===== src/rtl/udiv_iter_pkg.sv =====
// Shared types and constants for the iterative unsigned divider.
// Latency: n/a (declarations only).
// Backpressure: n/a.
package udiv_iter_pkg;

    typedef enum logic [1:0] {
        IDLE = 2'd0,
        BUSY = 2'd1,
        DONE = 2'd2
    } state_e;

    // Counter must hold the value WIDTH itself, hence WIDTH+1 codes.
    function automatic int cnt_width(input int width);
        return $clog2(width + 1);
    endfunction

    // Quotient returned for a zero divisor; sliced to WIDTH by the user.
    localparam logic [63:0] DIV0_QUOT = '1;

endpackage


===== src/rtl/udiv_iter_step.sv =====
// One restoring-division iteration: shift in the next dividend bit, trial-subtract.
// Latency: combinational.
// Backpressure: n/a.
//   r      partial remainder (WIDTH+1 bits)   r_next  updated partial remainder
//   q      dividend/quotient shift register   q_next  shifted, new quotient bit in [0]
//   d      divisor
module udiv_step
    import udiv_iter_pkg::*;
#(
    parameter int WIDTH = 8
) (
    input  logic [WIDTH:0]   r,
    input  logic [WIDTH-1:0] q,
    input  logic [WIDTH-1:0] d,
    output logic [WIDTH:0]   r_next,
    output logic [WIDTH-1:0] q_next
);

    // One extra top bit keeps the full incoming r in the compare, so the
    // result is correct even if r ever carried a set MSB.
    logic [WIDTH+1:0] r_sh;

    always_comb begin
        r_sh   = {r, q[WIDTH-1]};
        r_next = r_sh[WIDTH:0];
        q_next = q << 1;
        if (r_sh >= {2'b00, d}) begin
            r_next    = r_sh[WIDTH:0] - {1'b0, d};
            q_next[0] = 1'b1;
        end
    end

endmodule


===== src/rtl/udiv_iter.sv =====
// Multi-cycle restoring unsigned divider, one quotient bit per cycle.
// Latency: WIDTH+1 cycles accept-to-valid (1 cycle for a zero divisor).
// Backpressure: result held in DONE until out_ready; in_ready only in IDLE, no operand buffering.
//   CLK, RESETN          clock, synchronous active-low reset
//   in_valid/in_ready    operand handshake, in0 dividend, in1 divisor
//   out_valid/out_ready  result handshake, quot, rem, div_by_zero
module udiv_iter
    import udiv_iter_pkg::*;
#(
    parameter int WIDTH = 8
) (
    input  logic             CLK,
    input  logic             RESETN,
    input  logic             in_valid,
    output logic             in_ready,
    input  logic [WIDTH-1:0] in0,
    input  logic [WIDTH-1:0] in1,
    output logic             out_valid,
    input  logic             out_ready,
    output logic [WIDTH-1:0] quot,
    output logic [WIDTH-1:0] rem,
    output logic             div_by_zero
);

    localparam int            CW       = cnt_width(WIDTH);
    localparam logic [CW-1:0] CNT_INIT = CW'(WIDTH);

    state_e           state_q, state_d;
    logic [WIDTH:0]   r_q, r_d;       // partial remainder, final remainder in DONE
    logic [WIDTH-1:0] q_q, q_d;       // dividend shift register, final quotient in DONE
    logic [WIDTH-1:0] d_q, d_d;       // captured divisor
    logic [CW-1:0]    cnt_q, cnt_d;   // steps remaining
    logic             dz_q, dz_d;

    logic [WIDTH:0]   step_r;
    logic [WIDTH-1:0] step_q;

    udiv_step #(.WIDTH(WIDTH)) u_step (
        .r      (r_q),
        .q      (q_q),
        .d      (d_q),
        .r_next (step_r),
        .q_next (step_q)
    );

    always_comb begin
        state_d = state_q;
        r_d     = r_q;
        q_d     = q_q;
        d_d     = d_q;
        cnt_d   = cnt_q;
        dz_d    = dz_q;
        case (state_q)
            IDLE: begin
                if (in_valid) begin
                    if (in1 == '0) begin
                        // Defined result: all-ones quotient, dividend as remainder.
                        state_d = DONE;
                        q_d     = DIV0_QUOT[WIDTH-1:0];
                        r_d     = {1'b0, in0};
                        dz_d    = 1'b1;
                    end else begin
                        state_d = BUSY;
                        r_d     = '0;
                        q_d     = in0;
                        d_d     = in1;
                        cnt_d   = CNT_INIT;
                        dz_d    = 1'b0;
                    end
                end
            end
            BUSY: begin
                r_d   = step_r;
                q_d   = step_q;
                cnt_d = cnt_q - CW'(1);
                if (cnt_q == CW'(1)) begin
                    state_d = DONE;
                end
            end
            DONE: begin
                if (out_ready) begin
                    state_d = IDLE;
                end
            end
            default: state_d = IDLE;
        endcase
    end

    always_ff @(posedge CLK) begin
        if (!RESETN) begin
            state_q <= IDLE;
            r_q     <= '0;
            q_q     <= '0;
            d_q     <= '0;
            cnt_q   <= '0;
            dz_q    <= 1'b0;
        end else begin
            state_q <= state_d;
            r_q     <= r_d;
            q_q     <= q_d;
            d_q     <= d_d;
            cnt_q   <= cnt_d;
            dz_q    <= dz_d;
        end
    end

    // All outputs come straight from flops.
    assign in_ready    = (state_q == IDLE);
    assign out_valid   = (state_q == DONE);
    assign quot        = q_q;
    assign rem         = r_q[WIDTH-1:0];
    assign div_by_zero = dz_q;

endmodule

===== config.mk =====
export PLATFORM = sky130hd
export DESIGN_NAME = udiv_iter
export DESIGN_NICKNAME = d
export VERILOG_FILES = /design/src/rtl/udiv_iter_pkg.sv /design/src/rtl/udiv_iter_step.sv /design/src/rtl/udiv_iter.sv
export SDC_FILE = /design/constraint.sdc
export NUM_CORES = 1
export LEC_CHECK = 0
export BUFFER_PORTS_ARGS = -buffer_cell sky130_fd_sc_hd__buf_2
export CORE_MARGIN = 2
export CORE_UTILIZATION = 40
export CTS_CLUSTER_DIAMETER = 60
export CTS_CLUSTER_SIZE = 10
export DETAILED_ROUTE_END_ITERATION = 12
export GPL_TIMING_DRIVEN = 0
export PLACE_DENSITY = 0.67
export SLEW_MARGIN = 20
export SYNTH_ARGS = -nofsm -noshare
export SYNTH_HDL_FRONTEND = slang
export SYNTH_SLANG_ARGS = --single-unit

===== constraint.sdc =====
create_clock -name CLK -period 3.7 [get_ports CLK]
set_input_delay 0.555 -clock CLK [delete_from_list [all_inputs] [get_ports CLK]]
set_output_delay 0.555 -clock CLK [all_outputs]
set_load 0.03 [all_outputs]

==> out/results.tsv <==
stage	metric	value	unit
synth	yosysTopAreaCell	dfxtp_1	
timing	fmax	0.374	GHz
routing	drc	0	
clock_tree	post_cts_buffers	0	
hold_path	min_to	div_by_zero$_SDFFE_PN0P_	
cells_and_area	area.growth.synth_to_final	18.0	%
timing	report.final.hold_viol_count	0	
synth	synth_area	2050	sq um
critical_path	crit_type	reg -> reg	
clock_tree	postCtsHoldBufs	0	
synth	ys_seq_elements	32	
power	p_leak	0.00104	uW
routing	viasPerCell	5.43	
power	cellPowerDensity	628	nW/um^2
critical_path	crit_top_cell	inv_1	
critical_path	required	3.88	ns
synth	yosysMostFrequentCell	dfxtp_1	
cells_and_area	fin_nets	325	
timing	finalMaxSlewViolations	0	
die	start_util	0.409	
timing	finalSetupTns	0	ns
synth	synth_enable_flop_cells	0	
critical_path	reg2reg_slack	1.03	ns
critical_path	slowest_delay	0.69	ns
critical_path	cp-start-kind	flop	
critical_path	crit_arrival	2.85	ns
timing	setup_viol	0	
die	dieHeight	75.6	um
clock_tree	clockBufferDepth	2	
die	core.rowCount	26	
timing	worst_pin_slew	0.679	ns
clock_tree	clkSlewWorstSetupHoldPaths	0.07	ns
clock_tree	cts_tree	done	
critical_path	cp_max_fo	10	
critical_path	timing.rr.end	quot[0]$_SDFFE_PN0P_	
critical_path	crit-reg2reg-launch	quot[7]$_SDFFE_PN0P_	
routing	postRouteAntennaNets	0	
routing	firstDrtPassIters	4	
global_route	grt_max_degree	11	
placed_design	place_congestion	0.937	
synth	ys.flop_type	dfxtp_1	
routing	drtIter0Drc	93	
timing	fin_skew	0.00271	ns
critical_path	critPathSlowestCell	a2111oi_4	
timing	period_minus_slack	2.67	ns
run_status	outcome	complete, no violations	
clock_tree	h-tree-depth	2	
synth	ys_warn_count	0	
placed_design	dp_hpwl	4060	um
critical_path	r2r_cells	10	
critical_path	worstSetupEndpointType	flop	
timing	relSlewSlack	0.547	
cells_and_area	utilization	0.483	
synth	synth_top_area_frac	0.313	
global_route	grt-ovfl-total	0	
clock_tree	cts_resized	0	
cells_and_area	fill_cells	507	
synth	synth-seq-area-share	0.313	
synth	syn_nets	281	
timing	finalCritPeriodShare	0.722	
cells_and_area	diodes	0	
global_route	gr-usage-all-layers	0.194	
die	pin_count	39	
synth	syn_inst	250	
cells_and_area	final_layout_size_suffix_gt1_frac	0.241	
placed_design	portBuffers	37	
global_route	antenna_found_initial	0	
power	ir_drop	0.323	mV
die	dieArea	5710	sq um
clock_tree	cts_made_buffers	5	
synth	async_reset_ff_frac	0	
job	maxCapViolCount	0	
routing	drt-total-wl	5320	um
hold_path	worstHoldStart	div_by_zero$_SDFFE_PN0P_	
die	core_area	5010	sq um
timing	rsz0062_at_grt	no	
clock_tree	clock-sinks	32	
clock_tree	clk_latency	0.28	ns
synth	synth_commonest_cells	32 x dfxtp_1, 23 x nand2_1, 23 x nor2_1	
synth	syn_area_per_cell	8.19	sq um
critical_path	path_cells	inv_1 -> ha_1 -> inv_1 -> fa_1 -> nand3_1 -> nand3_4 -> a2111oi_4 -> buf_6 -> o221ai_2 -> o211a_1	
routing	post_drt_wl_per_cell	14.6	um
die	die-width	75.6	um
hold_path	min_path_type	reg -> reg	
synth	synth_cell_type_count	52	
global_route	grt_pass1_wl	8380	um
synth	ys_top_cells_by_area	dfxtp_1 31%, ha_1 6.1%, mux2i_1 4.4%	
hold_path	min_path_cells	2	
global_route	grt_pass1_vias	1707	
clock_tree	clock-root-buffer	clkbuf_8	
routing	vias	1975	
-- per-stage QoR --
step / worst slack, ns / area (sq um) / hold WS, ns / std cells / total power (uW)
finish: 1.03 / 2420 / 0.487 / 364 / 1520
global route: 0.893 / 2420 / 0.513 / 364 / 1610
CTS: 1.04 / 2420 / 0.488 / 364 / 1510
detailed placement: 1.04 / 2320 / 0.476 / 357 / 1220
global placement: 1.05 / 2320 / 0.469 / 357 / 1220
floorplan: 1.28 / 2050 / 0.460 / 250 / 1040
-- cell usage in the layout (no fill, tap or decap), drive strengths merged, types with 2 or more instances in the layout --
cell	synthesis	final
dfxtp	32	32
o22ai	3	3
buf	17	54
o211ai	5	5
clkbuf	5	12
nor3b	2	2
nor2b	3	3
a211o	2	2
o21ai	18	18
a31oi	11	11
nand3	5	5
inv	19	19
nor4	3	3
o311ai	3	3
a21oi	14	14
and2	3	3
ha	10	10
nor3	2	2
o21a	5	5
xnor2	3	3
nand2b	2	2
mux2i	9	9
a211oi	5	5
nand4	5	5
nor2	23	23
nand2	23	23
-- state kept, by name (all words and copies together) (netlist names) --
register and cells:
r_q 9, quot 8, div_by_zero 1, d_q 8
state_q 2, cnt_q 4
-- worst max-delay path by stage --
stage                          from                   end
4_1_cts        quot[7]$_SDFFE_PN0P_  quot[0]$_SDFFE_PN0P_
6_report       quot[7]$_SDFFE_PN0P_  quot[0]$_SDFFE_PN0P_
5_1_grt        quot[7]$_SDFFE_PN0P_  quot[0]$_SDFFE_PN0P_
2_1_floorplan  quot[7]$_SDFFE_PN0P_  quot[0]$_SDFFE_PN0P_
3_3_place_gp   quot[7]$_SDFFE_PN0P_  quot[0]$_SDFFE_PN0P_
3_5_place_dp   quot[7]$_SDFFE_PN0P_  quot[0]$_SDFFE_PN0P_
-- report_power, final --
| part | internal [uW] | leakage [uW] | switching, uW |
|---|---|---|---|
| Combinational | 308 | 0.000724 | 461 |
| Clock | 166 | 0.0000503 | 130 |
| Sequential | 398 | 0.000264 | 54.8 |
-- cell type report --
cell class | count | area [sq um] | share of cell area
flip-flops and latches | 32 | 641 | 0.265
plain buffers | 22 | 131 | 0.0543
inverters | 19 | 71.3 | 0.0295
multi-input cells | 177 | 1200 | 0.498
clock buffers | 7 | 96.3 | 0.0399
well taps | 70 | 87.6 | 0.0362
repair buffers | 37 | 185 | 0.0766
-- per-layer routing --
| layer | GRT usage | vias to the layer above | share of wire | wire (um) |
|---|---|---|---|---|
| met4 | 0.0507 | 0 | 0.010 | 53 |
| li1 | - | 991 | - | - |
| met5 | 0 | - | 0 | 0 |
| met1 | 0.277 | 916 | 0.48 | 2580 |
| met3 | 0.0344 | 6 | 0.051 | 272 |
| met2 | 0.301 | 62 | 0.45 | 2410 |
-- cells by family after synthesis --
logic type	Yosys count	synth area share
AO/OA/AOI/OAI	80	0.285
flip-flops	32	0.313
buffers and inverters	41	0.0990
multiplexers	9	0.0440
adder cells (fa/ha/maj)	11	0.0709
AND/OR/NAND/NOR	73	0.171
XOR/XNOR	4	0.0171
-- critical path: cells and delay by family, from the launching register on --
kind,cells,cell delay (ns)
AO/OA/AOI/OAI,3,0.93
buffers and inverters,3,0.38
flip-flops,1,0.32
AND/OR/NAND/NOR,2,0.35
adder cells (fa/ha/maj),2,0.58
No activity file was read; power rests on OpenSTA's default activity.
